## src/rtl/perf_counters_ctrl.sv

```systemverilog
// -----------------------------------------------------------------------------
// perf_counters_ctrl
//
// Shares the single addr/we/data port of perf_counters between the CSR file
// and an internal sweep engine. The sweep engine reads counters FIRST_ADDR..
// LAST_ADDR one at a time and streams them out over a valid/ready interface.
// The CSR side has priority. A starvation counter forces one sweep slot after
// STARVE_LIMIT consecutive CSR wins against a pending sweep read.
//
// Ports
//   clk_i, rst_ni                 clock, asynchronous active-low reset
//   debug_mode_i                  core is in debug mode (write protection)
//   csr_req_i/we_i/addr_i/wdata_i CSR request (granted combinationally)
//   csr_gnt_o                     CSR request accepted this cycle
//   csr_rvalid_o/rdata_o/err_o    CSR response, one cycle after the grant
//   sweep_start_i                 start a sweep (ignored while busy)
//   sweep_busy_o                  sweep in progress
//   sweep_valid_o/ready_i         sweep output handshake
//   sweep_addr_o/data_o/last_o    current sweep beat
//   pc_addr_o/we_o/data_o         shared port towards perf_counters
//   pc_data_i                     read data, combinational from pc_addr_o
//
// Build option
//   PERF_CTRL_DBG_WPROT_EN : when defined, CSR writes made in debug mode are
//   granted but suppressed and answered with csr_err_o=1, csr_rdata_o=0.
//   When undefined, debug_mode_i is ignored and csr_err_o is always 0.
// -----------------------------------------------------------------------------
module perf_counters_ctrl #(
    parameter logic [4:0]  FIRST_ADDR   = 5'd3,
    parameter logic [4:0]  LAST_ADDR    = 5'd31,
    parameter int unsigned STARVE_LIMIT = 4
) (
    input  logic        clk_i,
    input  logic        rst_ni,
    input  logic        debug_mode_i,
    input  logic        csr_req_i,
    input  logic        csr_we_i,
    input  logic [4:0]  csr_addr_i,
    input  logic [31:0] csr_wdata_i,
    output logic        csr_gnt_o,
    output logic        csr_rvalid_o,
    output logic [31:0] csr_rdata_o,
    output logic        csr_err_o,
    input  logic        sweep_start_i,
    output logic        sweep_busy_o,
    output logic        sweep_valid_o,
    input  logic        sweep_ready_i,
    output logic [4:0]  sweep_addr_o,
    output logic [31:0] sweep_data_o,
    output logic        sweep_last_o,
    output logic [4:0]  pc_addr_o,
    output logic        pc_we_o,
    output logic [31:0] pc_data_o,
    input  logic [31:0] pc_data_i
);

    typedef enum logic [1:0] {
        ST_IDLE = 2'd0,
        ST_READ = 2'd1,
        ST_HOLD = 2'd2
    } state_e;

    localparam logic [3:0] STARVE_LIM = 4'(STARVE_LIMIT);

    state_e      state_q, state_d;
    logic [4:0]  ptr_q, ptr_d;
    logic [3:0]  starve_q, starve_d;
    logic        csr_rvalid_q, csr_rvalid_d;
    logic [31:0] csr_rdata_q, csr_rdata_d;
    logic        csr_err_q, csr_err_d;
    logic [4:0]  sweep_addr_q, sweep_addr_d;
    logic [31:0] sweep_data_q, sweep_data_d;
    logic        sweep_last_q, sweep_last_d;

    logic        force_sweep;
    logic        csr_gnt;
    logic        sweep_gnt;
    logic        wr_blocked;

`ifdef PERF_CTRL_DBG_WPROT_EN
    assign wr_blocked = debug_mode_i & csr_we_i;
`else
    logic unused_debug_mode;
    assign unused_debug_mode = debug_mode_i;
    assign wr_blocked        = 1'b0;
`endif

    // Arbitration and shared-port mux
    always_comb begin
        // The starvation counter only ever reaches the limit while in READ.
        force_sweep = (state_q == ST_READ) && (starve_q == STARVE_LIM);
        csr_gnt     = csr_req_i && !force_sweep;
        sweep_gnt   = (state_q == ST_READ) && !csr_gnt;

        pc_addr_o = '0;
        pc_we_o   = 1'b0;
        pc_data_o = '0;
        if (csr_gnt) begin
            pc_addr_o = csr_addr_i;
            pc_we_o   = csr_we_i && !wr_blocked;
            pc_data_o = csr_wdata_i;
        end else if (sweep_gnt) begin
            pc_addr_o = ptr_q;
        end
    end

    // CSR response, one cycle after the grant
    always_comb begin
        csr_rvalid_d = csr_gnt;
        csr_rdata_d  = csr_rdata_q;
        csr_err_d    = 1'b0;
        if (csr_gnt) begin
            csr_rdata_d = csr_we_i ? 32'd0 : pc_data_i;
            csr_err_d   = wr_blocked;
        end
    end

    // Sweep FSM, pointer, beat registers and starvation counter
    always_comb begin
        state_d      = state_q;
        ptr_d        = ptr_q;
        sweep_addr_d = sweep_addr_q;
        sweep_data_d = sweep_data_q;
        sweep_last_d = sweep_last_q;
        starve_d     = '0;

        unique case (state_q)
            ST_IDLE: begin
                if (sweep_start_i) begin
                    state_d = ST_READ;
                    ptr_d   = FIRST_ADDR;
                end
            end
            ST_READ: begin
                if (sweep_gnt) begin
                    sweep_addr_d = ptr_q;
                    sweep_data_d = pc_data_i;
                    sweep_last_d = (ptr_q == LAST_ADDR);
                    state_d      = ST_HOLD;
                end else begin
                    starve_d = starve_q + 4'd1;
                end
            end
            ST_HOLD: begin
                if (sweep_ready_i) begin
                    if (ptr_q == LAST_ADDR) begin
                        state_d = ST_IDLE;
                    end else begin
                        // Never past LAST_ADDR, so the 5-bit add cannot wrap.
                        ptr_d   = ptr_q + 5'd1;
                        state_d = ST_READ;
                    end
                end
            end
            default: state_d = ST_IDLE;
        endcase
    end

    always_ff @(posedge clk_i or negedge rst_ni) begin
        if (!rst_ni) begin
            state_q      <= ST_IDLE;
            ptr_q        <= FIRST_ADDR;
            starve_q     <= '0;
            csr_rvalid_q <= 1'b0;
            csr_rdata_q  <= '0;
            csr_err_q    <= 1'b0;
            sweep_addr_q <= '0;
            sweep_data_q <= '0;
            sweep_last_q <= 1'b0;
        end else begin
            state_q      <= state_d;
            ptr_q        <= ptr_d;
            starve_q     <= starve_d;
            csr_rvalid_q <= csr_rvalid_d;
            csr_rdata_q  <= csr_rdata_d;
            csr_err_q    <= csr_err_d;
            sweep_addr_q <= sweep_addr_d;
            sweep_data_q <= sweep_data_d;
            sweep_last_q <= sweep_last_d;
        end
    end

    assign csr_gnt_o     = csr_gnt;
    assign csr_rvalid_o  = csr_rvalid_q;
    assign csr_rdata_o   = csr_rdata_q;
    assign csr_err_o     = csr_err_q;
    assign sweep_busy_o  = (state_q != ST_IDLE);
    assign sweep_valid_o = (state_q == ST_HOLD);
    assign sweep_addr_o  = sweep_addr_q;
    assign sweep_data_o  = sweep_data_q;
    assign sweep_last_o  = sweep_last_q;

endmodule

```

## config.mk

```make
export PLATFORM = sky130hd
export DESIGN_NAME = perf_counters_ctrl
export DESIGN_NICKNAME = d
export VERILOG_FILES = /design/src/rtl/perf_counters_ctrl.sv
export SDC_FILE = /design/constraint.sdc
export NUM_CORES = 1
export LEC_CHECK = 0
export ABC_AREA = 1
export CORE_UTILIZATION = 40
export DETAILED_ROUTE_END_ITERATION = 8
export MAX_ROUTING_LAYER = met4
export PLACE_DENSITY = 0.88
export SYNTH_ARGS = -nofsm -noshare
export SYNTH_HDL_FRONTEND = slang
export SYNTH_SLANG_ARGS = --single-unit
```

## constraint.sdc

```tcl
create_clock -name clk_i -period 1.8 [get_ports clk_i]
set_input_delay 0.18 -clock clk_i [delete_from_list [all_inputs] [get_ports clk_i]]
set_output_delay 0.18 -clock clk_i [all_outputs]
set_load 0.01 [all_outputs]
```

==> run_results.csv, run 1 <==
group,metric,value,unit
outcome,outcome,"complete, but fails checks",
outcome,violations,"DRC, setup timing",
worst_hold_path,min_path_cells,3,
timing,drv_slew,0,
logic_synthesis,seq_area_frac_synth,0.559,
route,wirelength,11200,microns
route,drtAntennaViolNets,0,
timing,hold_violations,0,
global_route,grt_usage,0.245,
route,drt_iter0_markers,163,
cells_and_area,final_common_cell,"nand2_1",
die,start_util,0.417,
critical_path,r2r_end,"csr_rdata_o[27]",
cells_and_area,final_cell_mix,"nand2_1, clkdlybuf4s50_1, dfrtp_1",
timing,post-route-period-util,1.10,
route,vias,3704,
worst_hold_path,min-delay-path-class,"in2reg",
placement,place_congestion,0.805,
logic_synthesis,syn_area,0.00367,sq mm
timing,rsz0062_at_grt,"yes",
critical_path,path_buf_inv,6,
cells_and_area,fin_util,0.696,
critical_path,worst_setup_path_end_kind,"output port",
critical_path,critPathLaunchType,"flip-flop",
die,core-area,0.00881,sq mm
critical_path,cp_slowest_cell,"dfrtp_1",
logic_synthesis,yosysWarningCount,0,
global_route,grt_max_degree,83,
global_route,grt_pass1_wl,17900,microns
critical_path,r2r_start,"starve_q[1]",
cells_and_area,multiInputGateArea,0.00140,sq mm
power,switchingPower,0.00237,W
die,rows,34,
logic_synthesis,syn_nets,536,
cts,worstSkewPairLatency,0.35,ns
critical_path,crit_arrival,1.81,ns
cells_and_area,n_antenna_cell,0,
logic_synthesis,netlist_instances,456,
power,ir_drop,0.796,mV
cts,cts_tree,"built",
cts,cts_sinks,82,
global_route,grt_antenna_before_repair,0,
cts,cts_root_buf,"clkbuf_8",
timing,period_needed,1.99,ns
power,power_density,1150,mW/mm^2
cts,cts_made_buffers,9,
power,p_int,0.00467,W
logic_synthesis,synthDistinctLibCells,26,
route,viasPerCell,4.72,
critical_path,worstPathRequired,1.62,ns
power,comb_power_share,0.418,
cts,path_clk_slew,0.08,ns
critical_path,path_delay_family,"buffers and inverters",
timing,setup_slack,-0.187,ns
die,die_h,97.9,microns
global_route,grt.overflow.total,0,
power,p_clk_frac,0.199,
power,p_sw_frac,0.337,
timing,fin_skew,0.0125,ns
logic_synthesis,syn_area_per_cell,8.06,sq um
placement,dp.final_hpwl,7740,microns
cts,clock_path_buffers,2,
cells_and_area,final_cells,785,
job,maxCapViolations,0,
global_route,grt_pass1_vias,3792,
placement,port_buffers,186,
critical_path,r2r_slack,0.05,ns
critical_path,worstSetupPathType,"reg2out",
placement,placedCellCount,753,
power,p_leak,3.13,nW
critical_path,slowest_delay,0.37,ns
cells_and_area,drive_gt1_frac,0.198,
timing,whs,0.402,ns
route,drc,36,
worst_hold_path,hold_start,"pc_data_i[16]",
die,ios,189,
cells_and_area,n_fill_cell,697,
cells_and_area,ff_latch_area,0.00205,sq mm
route,wl_per_cell,14.2,microns
cells_and_area,nets,754,
cells_and_area,area_growth,66.7,%
placement,post-place-ws,-0.181,ns
cts,htreeDepth,3,
critical_path,crit_path_cell_trace,"inv_1 -> ha_2 -> nand2_2 -> inv_2 -> nand3_4 -> nand2_4 -> buf_12 -> buf_12 -> buf_6 -> nor2_4 -> buf_6",
critical_path,rr_worst_depth,13,
logic_synthesis,synth_seq_cells,82,
timing,setup_violations,36,
critical_path,crit_fanout,7,
timing,max_freq,503,MHz
die,die_w,97.9,microns
die,die_area,0.00957,sq mm
worst_hold_path,worstHoldEndpoint,"sweep_data_o[16]",
route,dr.pass1.iters,7,
power,pwr-share-seq,0.383,
==> layout make-up <==
type | count | share of cell area
well taps | 108 | 0.0221
clock buffers | 9 | 0.0202
inverters | 51 | 0.0317
multi-input cells | 300 | 0.228
flip-flops and latches | 82 | 0.335
repair buffers | 230 | 0.350
clock inverters | 5 | 0.0133
==> how the worst max path moves through the flow <==
stage	startpoint	to	slack [ns]	cells past startpoint
6_report	starve_q[1]	pc_data_o[18]	-0.19	11
3_3_place_gp	csr_req_i	pc_addr_o[1]	-0.19	5
4_1_cts	starve_q[1]	pc_addr_o[0]	-0.22	9
2_1_floorplan	ptr_q[0]	ptr_q[3]	0.26	7
3_5_place_dp	csr_req_i	pc_addr_o[0]	-0.18	5
5_1_grt	starve_q[1]	pc_data_o[26]	-0.26	11
==> metrics by stage <==
stage / total power [W] / TNS (ns) / cell area (sq um)
floorplan: 0.00389 / 0 / 3670
global placement: 0.00542 / -4.97 / 5750
detailed placement: 0.00554 / -5.24 / 5750
CTS: 0.00703 / -4.52 / 6060
global route: 0.00748 / -7.51 / 6130
finish: 0.00704 / -4.22 / 6130
==> sequential cells by signal, indices dropped and copies added, names as in the netlist <==
register,flops
sweep_last_o,1
ptr_q,5
sweep_data_o,32
sweep_addr_o,5
csr_rdata_o,32
starve_q,4
csr_rvalid_o,1
state_q,2
==> worst register-to-register path: cells and delay by family, from the launching register on <==
family / cells / cell delay, ns
simple gates: 4 / 0.27
flops: 1 / 0.37
fa+ha+maj: 1 / 0.19
compound gates: 1 / 0.06
buf+inv: 7 / 0.74
==> timing repair <==
action	4_1_cts	5_1_grt
gates cloned	2	1
buffers inserted	15	1
hold buffers	1	0
endpoints found under the setup margin	40	67
resized for setup	181	39
pin swaps	1	5
hold endpoints to repair	80	0
==> cell usage after synthesis <==
master / count / area share
a21o_1: 1 / 0.0020
conb_1: 1 / 0.0010
nor2_1: 41 / 0.042
buf_2: 7 / 0.0095
ha_1: 4 / 0.014
buf_6: 4 / 0.012
dfstp_2: 2 / 0.014
nand3_1: 12 / 0.016
and3_1: 1 / 0.0017
nor2_4: 1 / 0.0031
dfrtp_1: 80 / 0.54
buf_4: 8 / 0.016
nand3_2: 1 / 0.0027
nand4_1: 2 / 0.0034
nand2_2: 1 / 0.0017
mux2i_1: 1 / 0.0027
xnor2_1: 2 / 0.0048
xor2_1: 1 / 0.0024
o21ai_1: 9 / 0.012
o21ai_0: 24 / 0.033
inv_2: 2 / 0.0020
inv_1: 49 / 0.050
nand2_1: 195 / 0.20
a21oi_2: 1 / 0.0024
a21oi_1: 2 / 0.0027
clkbuf_1: 4 / 0.0041
==> power by group through the flow <==
stage	sequential (W)	combinational [W]	clock (W)
3_3_place_gp	0.00269	0.00274	0
3_5_place_dp	0.00271	0.00283	0
6_report	0.00270	0.00294	0.00140
2_1_floorplan	0.00290	0.000990	0
5_1_grt	0.00276	0.00320	0.00151
4_1_cts	0.00269	0.00290	0.00144
==> logic make-up (layout without fill, tap and decap cells) <==
family,after synthesis,count (layout),share of synthesized area
mux,1,1,0.00272
other cells,1,1,0.00102
fa+ha+maj,4,4,0.0136
simple gates,254,254,0.270
xor+xnor,3,3,0.00715
flops,82,82,0.559
buf+inv,74,295,0.0943
compound gates,37,37,0.0521
==> metal layers <==
metal	wire length (microns)	track usage	up-vias
met5	0	-	-
met4	130	0.0769	0
met3	891	0.0558	12
met2	5890	0.427	144
met1	4270	0.277	1747
li1	-	-	1801
Power figures use the tool's default switching activity.
==> run 2, diff against run 1 <==
--- a/config.mk
+++ b/config.mk
@@ -6,10 +6,12 @@
 export NUM_CORES = 1
 export LEC_CHECK = 0
 export ABC_AREA = 1
-export CORE_UTILIZATION = 40
+export CELL_PAD_IN_SITES_DETAIL_PLACEMENT = 1
+export CELL_PAD_IN_SITES_GLOBAL_PLACEMENT = 2
+export CORE_UTILIZATION = 21
 export DETAILED_ROUTE_END_ITERATION = 8
 export MAX_ROUTING_LAYER = met4
-export PLACE_DENSITY = 0.88
+export PLACE_DENSITY = 0.87
 export SYNTH_ARGS = -nofsm -noshare
 export SYNTH_HDL_FRONTEND = slang
 export SYNTH_SLANG_ARGS = --single-unit
==> run 2 against run 1 <==
Net effect:
- the run ends with setup timing left
- routed wire length rose by 21%
- critical path depth fell by 1
- clock-buffer cell count rose by 1
==> run_results.csv, run 2 (synthesis results as in run 1) <==
group,metric,value,unit
power,ir_drop,0.462,mV
timing,post-route-period-util,1.08,
critical_path,worstSetupPathDepth,10,
timing,fin_skew,0.00398,ns
power,p_leak,3.24,nW
cells_and_area,final_common_cell,"nand2_1",
cts,worstSkewPairLatency,0.34,ns
power,p_sw_frac,0.332,
critical_path,cp-startpoint,"starve_q[1]",
route,drtAntennaViolNets,0,
global_route,grt_pass1_vias,4048,
cells_and_area,final_area,0.00639,sq mm
global_route,grt_use_met3,0.0355,
power,comb_power_share,0.400,
timing,hold_violations,0,
critical_path,crit_path_cell_trace,"inv_2 -> ha_4 -> buf_6 -> nand3_4 -> a21oi_4 -> buf_6 -> buf_6 -> nand2_4 -> nand2_1 -> buf_2",
route,dr.pass1.iters,4,
cts,cts_sinks,82,
global_route,grt.busiest_layer,"met2",
global_route,grt_antenna_before_repair,0,
placement,post-place-ws,-0.205,ns
power,switchingPower,0.00262,W
timing,max_freq,514,MHz
power,power_density,1230,mW/mm^2
route,drt_iter0_markers,112,
route,wirelength,13500,microns
critical_path,cp_slowest_cell,"dfrtp_1",
route,vias,3738,
worst_hold_path,min-delay-path-class,"in2async",
die,ios,189,
critical_path,crit_fanout,3,
die,die_w,134,microns
cells_and_area,drive_gt1_frac,0.189,
outcome,outcome,"complete, but fails checks",
route,viasPerCell,4.12,
placement,place_congestion,0.763,
job,maxCapViolations,0,
critical_path,r2r_start,"starve_q[1]",
placement,dpl-instance-area,0.00591,sq mm
cts,path_clk_slew,0.06,ns
die,die_area,0.0180,sq mm
power,pwr-share-seq,0.343,
timing,rsz0062_at_grt,"yes",
power,p_int,0.00527,W
cells_and_area,area_growth,74.0,%
global_route,gr-usage-met2,0.269,
die,rows,48,
die,core-area,0.0172,sq mm
cts,cts_tree,"built",
critical_path,worstSetupPathType,"reg2out",
critical_path,r2r_slack,0.06,ns
cells_and_area,final_cell_mix,"nand2_1, clkdlybuf4s50_1, dfrtp_1",
cts,htreeDepth,3,
cts,clock_path_buffers,2,
global_route,grt_pass1_wl,21100,microns
power,p_clk_frac,0.257,
critical_path,path_delay_family,"buffers and inverters",
global_route,grt_usage,0.156,
cells_and_area,nets,758,
critical_path,rr_worst_depth,12,
outcome,violations,"setup timing",
critical_path,cp_common_cell,"buf_6",
global_route,grt_max_degree,42,
timing,setup_violations,39,
route,wl_per_cell,14.8,microns
timing,drv_slew,0,
critical_path,crit_arrival,1.77,ns
global_route,globalRouteMet1Util,0.175,
cells_and_area,n_antenna_cell,0,
critical_path,critPathLaunchType,"flip-flop",
cts,cts_made_buffers,9,
critical_path,path_buf_inv,5,
die,start_util,0.214,
timing,period_needed,1.95,ns
die,die_h,134,microns
route,drc,0,
cts,cts_root_buf,"clkbuf_16",
critical_path,slowest_delay,0.39,ns
critical_path,worstPathRequired,1.62,ns
timing,setup_slack,-0.145,ns
placement,port_buffers,186,
global_route,grt.overflow.total,0,
critical_path,worst_setup_path_end_kind,"output port",
cells_and_area,fin_util,0.372,
placement,dp.final_hpwl,9730,microns
-- run 2: changes by cell type in the layout (fill, tap and decap cells not counted), sizes merged --
cell           previous run  this run
buf                      83        84
clkbuf                    9        13
dlymetal6s2s              0         1
clkdlybuf4s50           145       144
clkinv                    2         3
-- run 2: per-stage QoR --
stage / power [W] / hold slack, ns / std cells / setup TNS, ns
detailed placement: 0.00567 / 0.109 / 869 / -5.12
global placement: 0.00553 / 0.103 / 869 / -3.81
floorplan: 0.00389 / -0.116 / 456 / 0
global route: 0.00840 / 0.291 / 908 / -8.57
finish: 0.00789 / 0.278 / 908 / -3.27
CTS: 0.00791 / 0.270 / 899 / -2.94
-- run 2: power by group through the flow --
stage	registers (W)	clock network (W)	logic (W)
floorplan	0.00290	0	0.000990
global placement	0.00270	0	0.00283
detailed placement	0.00274	0	0.00293
CTS	0.00272	0.00211	0.00307
global route	0.00278	0.00218	0.00344
finish	0.00271	0.00203	0.00316
-- run 2: layout make-up --
class / count / area [sq um]
multi-input combinational: 300 / 1370
sequential: 82 / 2050
clock buffer: 10 / 239
inverter: 51 / 191
fill: 2064 / 10800
tap: 225 / 282
timing repair buffer: 234 / 2170
clock inverter: 6 / 90.1
-- run 2: metal layers --
metal	wire (microns)	part of all wire
met5	0	0
met3	760	0.056
met1	5550	0.41
met2	6920	0.51
met4	244	0.018
-- run 2: worst reg2reg max path, delay by kind of cell, from the launching register on --
kind / cells / cell delay [ns]
adders and majority gates: 1 / 0.14
DFF: 1 / 0.39
AOI/OAI and AO/OA: 1 / 0.19
buffers and inverters: 7 / 0.78
and+or+nand+nor: 3 / 0.17
-- run 2: path summary, 6_finish.rpt --
check | endpoint
setup / recovery | pc_addr_o[1]
hold / removal | sweep_data_o[25]
setup reg to reg | sweep_addr_o[2]
hold reg to reg | sweep_data_o[23]
max in group asynchronous | csr_rdata_o[6]
min in group clk_i | sweep_data_o[20]
-- run 2: repair_timing --
item,in CTS,in global routing
endpoints found under the setup margin,40,95
hold buffers,1,0
pin swaps,4,5
hold endpoints to repair,20,0
gates resized for setup,177,17
buffers inserted,13,7
gates cloned,0,3
==> run 3, diff against run 2 <==
--- a/config.mk
+++ b/config.mk
@@ -12,6 +12,7 @@
 export DETAILED_ROUTE_END_ITERATION = 8
 export MAX_ROUTING_LAYER = met4
 export PLACE_DENSITY = 0.87
+export SLEW_MARGIN = 40
 export SYNTH_ARGS = -nofsm -noshare
 export SYNTH_HDL_FRONTEND = slang
 export SYNTH_SLANG_ARGS = --single-unit
==> constraint.sdc (replaced) <==
create_clock -name clk_i -period 1.8 [get_ports clk_i]
set_input_delay 0.18 -clock clk_i [delete_from_list [all_inputs] [get_ports clk_i]]
set_output_delay 0.18 -clock clk_i [all_outputs]
set_load 0.1 [all_outputs]
==> run 3 against run 2 <==
Net effect:
- the flow still finishes with violations (setup timing)
- sequential share of layout area fell by 2.7 points
- hold slack improved by 0.067 ns
- highest routed layer unchanged
- clock skew rose by 0.0062 ns
- clock-buffer cell count shrank 1
==> run_results.csv, run 3 (synthesis results as in run 1) <==
group,metric,value,unit
cts,cts_sinks,82,
cells_and_area,final_common_cell,"nand2_1",
route,drtAntennaViolNets,0,
outcome,outcome,"complete, but fails checks",
die,rows,48,
global_route,grt_antenna_before_repair,0,
die,start_util,0.214,
critical_path,slowest_delay,0.35,ns
global_route,grt_pass1_wl,20900,microns
timing,drv_slew,0,
critical_path,critPathLaunchType,"flip-flop",
global_route,grt_pass1_vias,3935,
cells_and_area,final_area,0.00698,sq mm
cells_and_area,ff_latch_area,0.00205,sq mm
timing,fin_skew,0.0101,ns
placement,placedCellCount,862,
route,dr.pass1.iters,4,
cells_and_area,final_cells,895,
placement,port_buffers,186,
cts,cts_made_buffers,9,
placement,dp.final_hpwl,9920,microns
route,drt_iter0_markers,100,
critical_path,path_delay_family,"buffers and inverters",
global_route,grt.overflow.total,0,
power,power_density,1650,mW/mm^2
job,maxCapViolations,0,
die,core-area,0.0172,sq mm
route,vias,3690,
cells_and_area,multiInputGateArea,0.00160,sq mm
critical_path,worst_setup_path_end_kind,"output port",
outcome,violations,"setup timing",
cts,htreeDepth,3,
timing,post-route-period-util,1.10,
timing,max_freq,507,MHz
power,p_leak,3.45,nW
cts,cts_root_buf,"clkbuf_16",
global_route,grt_usage,0.155,
global_route,grt_max_degree,40,
timing,hold_violations,0,
timing,max_slew_margin,0.643,
critical_path,worstPathRequired,1.62,ns
route,wl_per_cell,15.1,microns
cells_and_area,nets,745,
critical_path,worstSetupPathType,"reg2out",
timing,period_needed,1.97,ns
cells_and_area,n_antenna_cell,0,
die,die_w,134,microns
cells_and_area,area_growth,89.9,%
route,viasPerCell,4.12,
cts,cts_tree,"built",
die,ios,189,
route,drc,0,
route,wirelength,13500,microns
placement,place_congestion,0.810,
critical_path,path_buf_inv,4,
cells_and_area,drive_gt1_frac,0.328,
cts,worstSkewPairLatency,0.34,ns
worst_hold_path,min-delay-path-class,"in2async",
critical_path,crit_path_cell_trace,"inv_1 -> ha_2 -> nand2_1 -> inv_2 -> nand3_4 -> nand2_8 -> buf_16 -> nor2_4 -> buf_12",
critical_path,cp_slowest_cell,"dfrtp_1",
die,die_area,0.0180,sq mm
power,ir_drop,0.972,mV
cells_and_area,final_cell_mix,"nand2_1, buf_4, dfrtp_1",
timing,rsz0062_at_grt,"yes",
cts,path_clk_slew,0.07,ns
timing,max_slew.worst_pin.slew,0.536,ns
cells_and_area,n_fill_cell,1950,
die,die_h,134,microns
timing,setup_slack,-0.173,ns
cts,clock_path_buffers,2,
placement,dpl-instance-area,0.00625,sq mm
critical_path,crit_arrival,1.79,ns
critical_path,crit_fanout,10,
timing,setup_violations,39,
## run 3: worst paths after layout
check,from,end,slack [ns],cells past startpoint
setup / recovery,starve_q[1],pc_data_o[9],-0.17,9
max in group asynchronous,rst_ni,ptr_q[2],0.82,3
setup reg to reg,starve_q[0],csr_rdata_o[12],0.10,10
hold / removal,rst_ni,sweep_data_o[13],0.35,2
hold reg to reg,sweep_last_o,sweep_last_o,0.47,2
min in group clk_i,pc_data_i[18],sweep_data_o[18],0.41,3
## run 3: worst reg2reg max path, stage by stage, from the launching register on
cell       delay [ns]
dfrtp_1          0.39
inv_1            0.06
ha_2             0.17
nand2_1          0.06
inv_2            0.07
nand3_4          0.10
nand2_8          0.17
clkbuf_16        0.19
buf_4            0.21
nand2_1          0.09
o21ai_0          0.10
## run 3: power by group
part / leakage, nW / switching [W] / internal (W)
sequential: 1.04 / 0.000366 / 0.00237
clock: 0.160 / 0.000792 / 0.00123
combinational: 2.25 / 0.00514 / 0.00159
## run 3: repair_timing
action                     CTS  global route
hold endpoints to repair    33             0
setup endpoints to repair   39            49
resized for setup           13            29
pin swaps                    2             6
gates cloned                 2             2
hold buffers                 1             0
setup buffers                6             7
## run 3: layout make-up
| class | count | share of cell area |
|---|---|---|
| Clock buffer | 9 | 0.0323 |
| Clock inverter | 7 | 0.0143 |
| Inverter | 51 | 0.0274 |
| Multi-Input combinational cell | 300 | 0.229 |
| Sequential cell | 82 | 0.294 |
| Tap cell | 225 | 0.0404 |
| Timing Repair Buffer | 221 | 0.362 |
## run 3: per-layer routing
metal / vias to the layer above / track usage / part of all wire
li1: 1783 / - / -
met1: 1775 / 0.175 / 0.40
met2: 117 / 0.275 / 0.53
met3: 15 / 0.0317 / 0.054
met4: 0 / 0.0474 / 0.013
met5: - / - / 0
## run 3: per-stage QoR
| stage | hold WS [ns] | setup TNS, ns | util | power, W | setup slack, ns |
|---|---|---|---|---|---|
| CTS | 0.358 | -6.44 | 0.393 | 0.0115 | -0.202 |
| global placement | 0.184 | 0 | 0.364 | 0.00924 | 0.0689 |
| detailed placement | 0.189 | 0 | 0.364 | 0.00935 | 0.0366 |
| floorplan | -0.116 | -6.72 | - | 0.00751 | -0.296 |
| finish | 0.346 | -5.69 | 0.406 | 0.0115 | -0.173 |
| global route | 0.392 | -9.41 | 0.406 | 0.0120 | -0.279 |
